$ cat config.mk
export PLATFORM = sky130hd
export DESIGN_NAME = serial_add_sub
export DESIGN_NICKNAME = d
export VERILOG_FILES = /design/src/rtl/serial_add_sub.sv
export SDC_FILE = /design/constraint.sdc
export NUM_CORES = 1
export LEC_CHECK = 0
export CORE_MARGIN = 10
export CORE_UTILIZATION = 51
export DETAILED_ROUTE_END_ITERATION = 8
export PLACE_DENSITY_LB_ADDON = 0.25
export SLEW_MARGIN = 20
export SYNTH_ARGS = -nofsm -noshare
export SYNTH_HDL_FRONTEND = slang
export SYNTH_SLANG_ARGS = --single-unit
export TNS_END_PERCENT = 20
$ cat constraint.sdc
create_clock -name clk -period 1.7 [get_ports clk]
set_input_delay 0.17 -clock clk [delete_from_list [all_inputs] [get_ports clk]]
set_output_delay 0.17 -clock clk [all_outputs]
set_load 0.1 [all_outputs]
$ cat src/rtl/serial_add_sub.sv
// Bit-serial adder/subtractor: latches operands on start, processes one bit per
// clock LSB first, and publishes result, carry/borrow and signed overflow on completion.
module serial_add_sub #(
  parameter int WIDTH = 8
) (
  input  logic             clk,
  input  logic             rst,
  input  logic             start,
  input  logic             mode,
  input  logic [WIDTH-1:0] a,
  input  logic [WIDTH-1:0] b,
  output logic             busy,
  output logic             done,
  output logic [WIDTH-1:0] result,
  output logic             cout,
  output logic             overflow
);

  localparam int CW = (WIDTH > 2) ? $clog2(WIDTH) : 1;

  typedef enum logic [1:0] {
    IDLE = 2'd0,
    RUN  = 2'd1,
    DONE = 2'd2
  } state_t;

  state_t           state_q, state_d;
  logic [WIDTH-1:0] a_sh_q, a_sh_d;
  logic [WIDTH-1:0] b_sh_q, b_sh_d;
  logic [WIDTH-1:0] acc_q, acc_d;
  logic [WIDTH-1:0] result_q, result_d;
  logic [CW-1:0]    cnt_q, cnt_d;
  logic             mode_q, mode_d;
  logic             c_q, c_d;
  logic             a_msb_q, a_msb_d;
  logic             b_msb_q, b_msb_d;
  logic             cout_q, cout_d;
  logic             ovf_q, ovf_d;

  logic             ai_s, bi_s, ax_s, sum_s, c_next_s;
  logic [WIDTH-1:0] acc_next_s;

  function automatic logic ovf_f(input logic sub, input logic am, input logic bm, input logic rm);
    ovf_f = (sub ? (am != bm) : (am == bm)) & (rm != am);
  endfunction

  // Subtraction reuses the full-adder carry with the minuend bit inverted (borrow chain).
  assign ai_s       = a_sh_q[0];
  assign bi_s       = b_sh_q[0];
  assign ax_s       = mode_q ? ~ai_s : ai_s;
  assign sum_s      = ai_s ^ bi_s ^ c_q;
  assign c_next_s   = (ax_s & bi_s) | (bi_s & c_q) | (c_q & ax_s);
  assign acc_next_s = {sum_s, acc_q[WIDTH-1:1]};

  // Next-state and datapath update
  always_comb begin
    state_d  = state_q;
    a_sh_d   = a_sh_q;
    b_sh_d   = b_sh_q;
    acc_d    = acc_q;
    result_d = result_q;
    cnt_d    = cnt_q;
    mode_d   = mode_q;
    c_d      = c_q;
    a_msb_d  = a_msb_q;
    b_msb_d  = b_msb_q;
    cout_d   = cout_q;
    ovf_d    = ovf_q;
    case (state_q)
      IDLE: begin
        if (start) begin
          state_d = RUN;
          a_sh_d  = a;
          b_sh_d  = b;
          mode_d  = mode;
          a_msb_d = a[WIDTH-1];
          b_msb_d = b[WIDTH-1];
          cnt_d   = '0;
          c_d     = 1'b0;
          acc_d   = '0;
        end else begin
          state_d = IDLE;
        end
      end
      RUN: begin
        a_sh_d = {1'b0, a_sh_q[WIDTH-1:1]};
        b_sh_d = {1'b0, b_sh_q[WIDTH-1:1]};
        acc_d  = acc_next_s;
        c_d    = c_next_s;
        cnt_d  = cnt_q + CW'(1);
        if (cnt_q == CW'(WIDTH - 1)) begin
          state_d  = DONE;
          result_d = acc_next_s;
          cout_d   = c_next_s;
          ovf_d    = ovf_f(mode_q, a_msb_q, b_msb_q, sum_s);
        end else begin
          state_d = RUN;
        end
      end
      DONE: begin
        state_d = IDLE;
      end
      default: begin
        state_d = IDLE;
      end
    endcase
  end

  // State and datapath registers
  always_ff @(posedge clk) begin
    if (rst) begin
      state_q  <= IDLE;
      a_sh_q   <= '0;
      b_sh_q   <= '0;
      acc_q    <= '0;
      result_q <= '0;
      cnt_q    <= '0;
      mode_q   <= 1'b0;
      c_q      <= 1'b0;
      a_msb_q  <= 1'b0;
      b_msb_q  <= 1'b0;
      cout_q   <= 1'b0;
      ovf_q    <= 1'b0;
    end else begin
      state_q  <= state_d;
      a_sh_q   <= a_sh_d;
      b_sh_q   <= b_sh_d;
      acc_q    <= acc_d;
      result_q <= result_d;
      cnt_q    <= cnt_d;
      mode_q   <= mode_d;
      c_q      <= c_d;
      a_msb_q  <= a_msb_d;
      b_msb_q  <= b_msb_d;
      cout_q   <= cout_d;
      ovf_q    <= ovf_d;
    end
  end

  assign busy     = (state_q == RUN);
  assign done     = (state_q == DONE);
  assign result   = result_q;
  assign cout     = cout_q;
  assign overflow = ovf_q;

endmodule
==> out/results.md, run 1 <==
### GRT
* **maximum number of pins on one net before global-route repair** 29
* **number of antenna violations at the first check in global routing** 0
* **first-pass GRT wire length** 6.396 mm
* **aggregate global routing overflow** 0
* **number of global-route vias before repair** 1375
* **global routing usage summed across all routing layers** 12.67%

### Clock tree
* **later-pin clock latency in the skew report** 0.35 ns
* **H-tree lvl count** 2
* **clk sinks** 42
* **CTS tree** yes
* **hold buffer count at CTS** 0
* **number of buffers added by the clock tree synthesis step** 5
* **CTS Root Buffer Type** sky130_fd_sc_hd__clkbuf_4
* **clock buffer depth** 2
* **post-CTS clock slew at the launch and capture registers of the worst setup and hold paths** 0.11 ns

### STA
* **headroom to the max-slew limit** 70.59%
* **slew at the pin with the worst max-slew slack** 0.4392 ns
* **Setup Viol. Count Final** 0
* **clock skew after layout** 0.01435 ns
* **fin crit period** 1.547 ns
* **sum of negative setup slack** 0 ns
* **FMAX** 646.6 MHz
* **number of max-slew violations in the final report** 0
* **final count of hold timing violations** 0
* **post-route clock period utilization** 90.97%
* **unrepaired setup endpoints after global routing** false

### Synthesis
* **Synthesized Nets** 218
* **cell area after synthesis** 1712 um2
* **dominant register cell in the synthesized netlist** sky130_fd_sc_hd__dfxtp_1
* **yosys warns** 0
* **synthesis-stage register bit count** 42
* **area share of the leading cell type in the synthesized netlist** 49.12%
* **post-synthesis cell type with the largest combined area** sky130_fd_sc_hd__dfxtp_1
* **number of instances in the synthesized netlist** 196
* **Syn Area/Cell** 8.733 um2
* **sequential share of the synthesized area** 49.12%
* **top cells by area, synth** sky130_fd_sc_hd__dfxtp_1, sky130_fd_sc_hd__nand2_1, sky130_fd_sc_hd__a311oi_1, sky130_fd_sc_hd__nor2_1, sky130_fd_sc_hd__a22oi_1
* **count of flip-flops with a built-in enable after synthesis** 0
* **async set-reset flop share out of synthesis** 0%
* **synth unique cells** 29

### Setup path
* **largest fanout on the critical path** 26
* **Slowest Stage Delay on Critical Path** 0.39 ns
* **category of the worst setup path capture point** primary output
* **data arrival time of the critical path** 1.38 ns
* **ordered cell list for the critical path** nand2b_4 > inv_4 > buf_12
* **type of element launching the critical path** flop
* **worst endpoint required time** 1.53 ns
* **critical-path cell with the highest stage delay** sky130_fd_sc_hd__dfxtp_1
* **worst flop-to-flop path startpoint** cnt_q[0]
* **depth of the worst register-to-register path** 5
* **worst path buffer plus inverter count** 2
* **kind of cell adding the most delay to the critical path** buffers and inverters
* **capturing point of the worst reg2reg path** overflow
* **R2R setup slack** 0.21 ns
* **Setup CP Type** reg2out

### Finish
* **nets@finish** 248
* **diode count** 0
* **post-layout instance area** 2123 um2
* **synth-to-layout area growth** 24.05%
* **number of standard cells in the layout, taps in and fillers out** 270
* **area taken by flip-flops and latches** 842.1 um2
* **multi-input gate area in the final layout** 785.8 um2
* **number of fillers in the final layout** 279
* **fraction of final layout cells sized beyond drive strength 1** 15.49%

### Run status
* **result of the run** finished clean

### Route
* **DRC** 0
* **total iterations of the first detailed-routing run** 4
* **detailed-route wire length** 3.664 mm
* **WL per Instance** 13.57 um
* **number of vias after detailed routing** 1422
* **starting DRC count in detailed routing** 60
* **number of routed nets with antenna violations** 0
* **vias per std cell** 5.267

### Worst hold path
* **Hold Crit Start** a[3]
* **Hold Path Stages** 3
* **type of the tightest min-delay check** in2reg
* **WHS Endpoint** a_sh_q[3]

### Pwr
* **static leakage** 0.8489 nW
* **largest vdd supply drop** 0.0005042 V
* **Pwr per Cell Area** 825.4 nW/um2

### Placement
* **Port Buffers** 31
* **total instance count after detailed placement** 263
* **total placed instance area** 2071 um2
* **placer congestion estimate** 0.7685
* **Post-DP HPWL** 2.726 mm

### Die
* **total I/O pin count** 32
* **Die Span Y** 77.93 um
* **starting density of the core** 54.72%
* **Std-Cell Rows** 20
* **Die Area** 6073 um2
* **die extent in x** 77.93 um
* **core region area** 3128 um2

### Flow run
* **max-capacitance violation count** 0

-- how the worst max path moves through the flow --
stage | cells after the start | slack (ns) | endpoint | start
global placement | 4 | 0.25 | mode_q | start
floorplan | 1 | 0.27 | done | state_q[1]
global route | 5 | 0.06 | overflow | cnt_q[0]
detailed placement | 5 | 0.19 | overflow | cnt_q[0]
CTS | 3 | 0.05 | busy | state_q[0]
finish | 3 | 0.15 | busy | state_q[1]
-- flip-flops by register name (all words and copies together) (netlist names), 2 cells and up --
signal / cells
state_q: 2
result: 8
cnt_q: 3
acc_q: 7
b_sh_q: 8
a_sh_q: 8
-- power breakdown --
part	switching [mW]	leakage [nW]	internal [mW]	total [mW]
sequential	0.0306	0.343	1.03	1.06
combinational	0.122	0.475	0.119	0.241
clock	0.305	0.0308	0.149	0.454
total	0.457	0.849	1.30	1.75
-- final cells by class --
| class | count | area share (%) |
|---|---|---|
| Timing Repair Buffer | 38 | 18.03 |
| Sequential cell | 42 | 39.66 |
| Tap cell | 44 | 2.593 |
| Clock inverter | 2 | 0.4714 |
| Inverter | 2 | 0.4714 |
| Multi-Input combinational cell | 137 | 37.01 |
| Clock buffer | 5 | 1.768 |
-- cells in the final DEF (no fill, tap or decap), drive strengths merged, types with 2 or more instances in the layout --
cell,Yosys,layout
nand2,46,46
dfxtp,42,42
nor2,31,31
clkdlybuf4s50,0,19
buf,10,19
a311oi,14,14
a22oi,11,11
a21oi,10,10
clkbuf,5,5
mux2i,4,4
xor2,2,2
o211ai,2,2
a211oi,2,2
ha,2,2
clkinv,0,2
inv,2,2
-- worst min-delay path, delay by kind of cell --
family                 cells  cell delay [ns]
buffers and inverters      1             0.39
and+or+nand+nor            1             0.06
AOI/OAI and AO/OA          1             0.08
-- stage by stage --
step                hold WS [ns]  util (%)  setup slack [ns]  power, mW
global route              0.3805     67.88           0.05571      1.846
finish                    0.3920     67.88            0.1535      1.753
detailed placement        0.4483     66.20            0.1867      1.320
CTS                       0.3812     67.80           0.04701      1.766
floorplan                 0.3172         -            0.2735      1.226
global placement          0.4444     66.20            0.2474      1.307
-- metal layers --
layer	GRT usage, %	up-vias	part of all wire [%]
met5	0	-	0
met4	3.763	0	1.2
met3	4.493	5	4.6
met2	20.56	28	48
met1	15.41	651	46
li1	-	738	-
-- cell families after synthesis --
logic type,after synthesis,synth area share (%)
DFF,42,49.12
and+or+nand+nor,86,21.13
buffers and inverters,17,5.190
AOI/OAI and AO/OA,42,18.27
xor gates and xnor gates,3,2.485
adders and majority gates,2,1.462
muxes,4,2.339
-- cell usage after synthesis (2+ instances only) --
cell and instances:
sky130_fd_sc_hd__a311oi_1 14, sky130_fd_sc_hd__a211oi_1 2, sky130_fd_sc_hd__xor2_1 2, sky130_fd_sc_hd__o211ai_1 2, sky130_fd_sc_hd__a21oi_1 10, sky130_fd_sc_hd__nor2_1 31
sky130_fd_sc_hd__buf_6 2, sky130_fd_sc_hd__nand2_1 46, sky130_fd_sc_hd__dfxtp_1 42, sky130_fd_sc_hd__clkbuf_1 5, sky130_fd_sc_hd__buf_2 8, sky130_fd_sc_hd__mux2i_1 4
sky130_fd_sc_hd__ha_1 2, sky130_fd_sc_hd__a22oi_1 11
-- what timing repair did --
item                       CTS  global route
buffers inserted             0             0
gates resized for setup      1             2
setup endpoints to repair    1             2
Power figures use the tool's default switching activity.
==> inputs of run 2 (changes only) <==
Settings changed: HOLD_SLACK_MARGIN set to 0.15.
==> results of run 2 <==
No change in the layout: final DEF, timing and power equal those of run 1.
==> edit, RTL diff (config.mk and constraints of run 1) <==
Set the parameter `WIDTH` to 16 (it was 8).
--- a/src/rtl/serial_add_sub.sv
+++ b/src/rtl/serial_add_sub.sv
@@ -3,3 +3,3 @@
 module serial_add_sub #(
-  parameter int WIDTH = 8
+  parameter int WIDTH = 16
 ) (
Interface: changed (resized a, b and result); port bits go from 32 to 56. No check against the original RTL was run, so the function may have changed too.
==> edit against run 1 <==
Total power is 110% higher; sequential power grew 77%; worst setup slack got worse by 28 ps; sequential share of layout area shrank 0.83 points; cell area is 82% higher; synthesized area increased by 77%; sequential cell count rose by 33; via count rose by 79%; wire length is 95% higher; utilization grew 0.72 points; clock skew down 8.0 ps; critical path type unchanged; largest cell class unchanged.
==> edit: results (changes against run 1) <==
p_leak_nw: 1.49  # +76%
root_buffer: "clkbuf_8"
synthArstFlopShare: 0  # unchanged
htree_levels: 3  # +1
tightest_slew_ps: 396  # -43.6 ps
hold_depth: 2  # -1
nets: 408  # +65%
gp_congestion: 0.772  # +0.39%
critPathMaxFanout: 6  # -77%
antenna_found_initial: 0  # unchanged
syn_inst: 315  # +61%
grt_pass1_wl_mm: 12.3  # +92%
fin_crit_sh: 0.926  # +0.0163
port_buffers: 55  # +77%
final_cells: 448  # +66%
crit_arrival_ps: 1400  # +20 ps
vdd_drop_max_v: 0.000650  # +29%
dp.cells: 429  # +63%
place_ws_ps: 185  # -1.37 ps
drt-initial-drc-count: 192  # +220%
vias_per_cell: 5.69  # +8.1%
wl_per_cell_um: 15.9  # +17%
drive_above_1_share: 0.181  # +0.0260
grt_pass1_vias: 2505  # +82%
syn-num-nets: 352  # +61%
grt_max_degree: 31  # +6.9%
place_area_um2: 3650  # +76%
clk_pin_slew_ps: 70  # -40 ps
cts_buffers: 9  # +4
synth_area_leaders: "dfxtp_1 (50%), nor2_1 (9.2%), a211oi_1 (7.5%), o2bb2ai_1 (6.1%), a22oi_1 (4.5%)"
clock_skew_ps: 6.33  # -8.02 ps
synth_common_cells: "dfxtp_1 (75), nor2_1 (74), a211oi_1 (30)"
crit_start: "state_q[0]"
yosys.cell_types.count: 42  # +45%
place_hpwl_mm: 4.90  # +80%
r2r_end: "result[15]"
gr-usage-all-layers: 0.153  # +0.0258
regToRegSetupSlack_ps: 170  # -40 ps
yosysSeqAreaShare: 0.497  # +0.00567
status: "finished clean"
edit: stage by stage:
step | power (mW) | hold WS, ps
global route | 3.84 | 197
CTS | 3.69 | 185
finish | 3.68 | 202
detailed placement | 2.37 | 457
global placement | 2.36 | 459
floorplan | 2.20 | 317
edit: logic make-up (layout without fill, tap and decap cells):
| family | Yosys count | in the layout | synth area share |
|---|---|---|---|
| muxes | 3 | 3 | 0.00994 |
| buffers and inverters | 35 | 96 | 0.0588 |
| DFF | 75 | 75 | 0.497 |
| xor gates and xnor gates | 3 | 3 | 0.0141 |
| adders and majority gates | 2 | 2 | 0.00745 |
| and+or+nand+nor | 89 | 89 | 0.126 |
| AOI/OAI and AO/OA | 108 | 108 | 0.287 |
edit: area by class of cell:
cell class                 instances  area, µm²
clock buffer                      11        141
clock inverter                     5       52.6
fill                             424       1770
inverter                           5       18.8
multi-input combinational        205       1350
sequential                        75       1500
tap                               72       90.1
timing repair buffer              75        712
edit: report_power, final:
part	switching [mW]	leakage, nW	internal (mW)
sequential	0.0463	0.614	1.84
clock	0.624	0.0991	0.710
combinational	0.232	0.782	0.230
total	0.902	1.49	2.78
edit: routing by layer:
metal | track usage | up-vias | part of all wire
met5 | 0 | - | 0
met2 | 0.229 | 59 | 0.47
li1 | - | 1268 | -
met4 | 0.0598 | 0 | 0.015
met1 | 0.198 | 1215 | 0.47
met3 | 0.0468 | 8 | 0.048
edit: worst min-delay path by stage:
stage | from | end
2_1_floorplan | a[15] | a_msb_q
3_3_place_gp | acc_q[1] | result[0]
3_5_place_dp | acc_q[1] | result[0]
4_1_cts | rst | acc_q[13]
5_1_grt | rst | acc_q[9]
6_report | rst | acc_q[15]
edit: timing repair:
item | 4_1_cts | 5_1_grt
gates cloned | 0 | 0
gates resized for setup | 3 | 0
setup endpoints to repair | 2 | 1
buffers inserted | 0 | 3
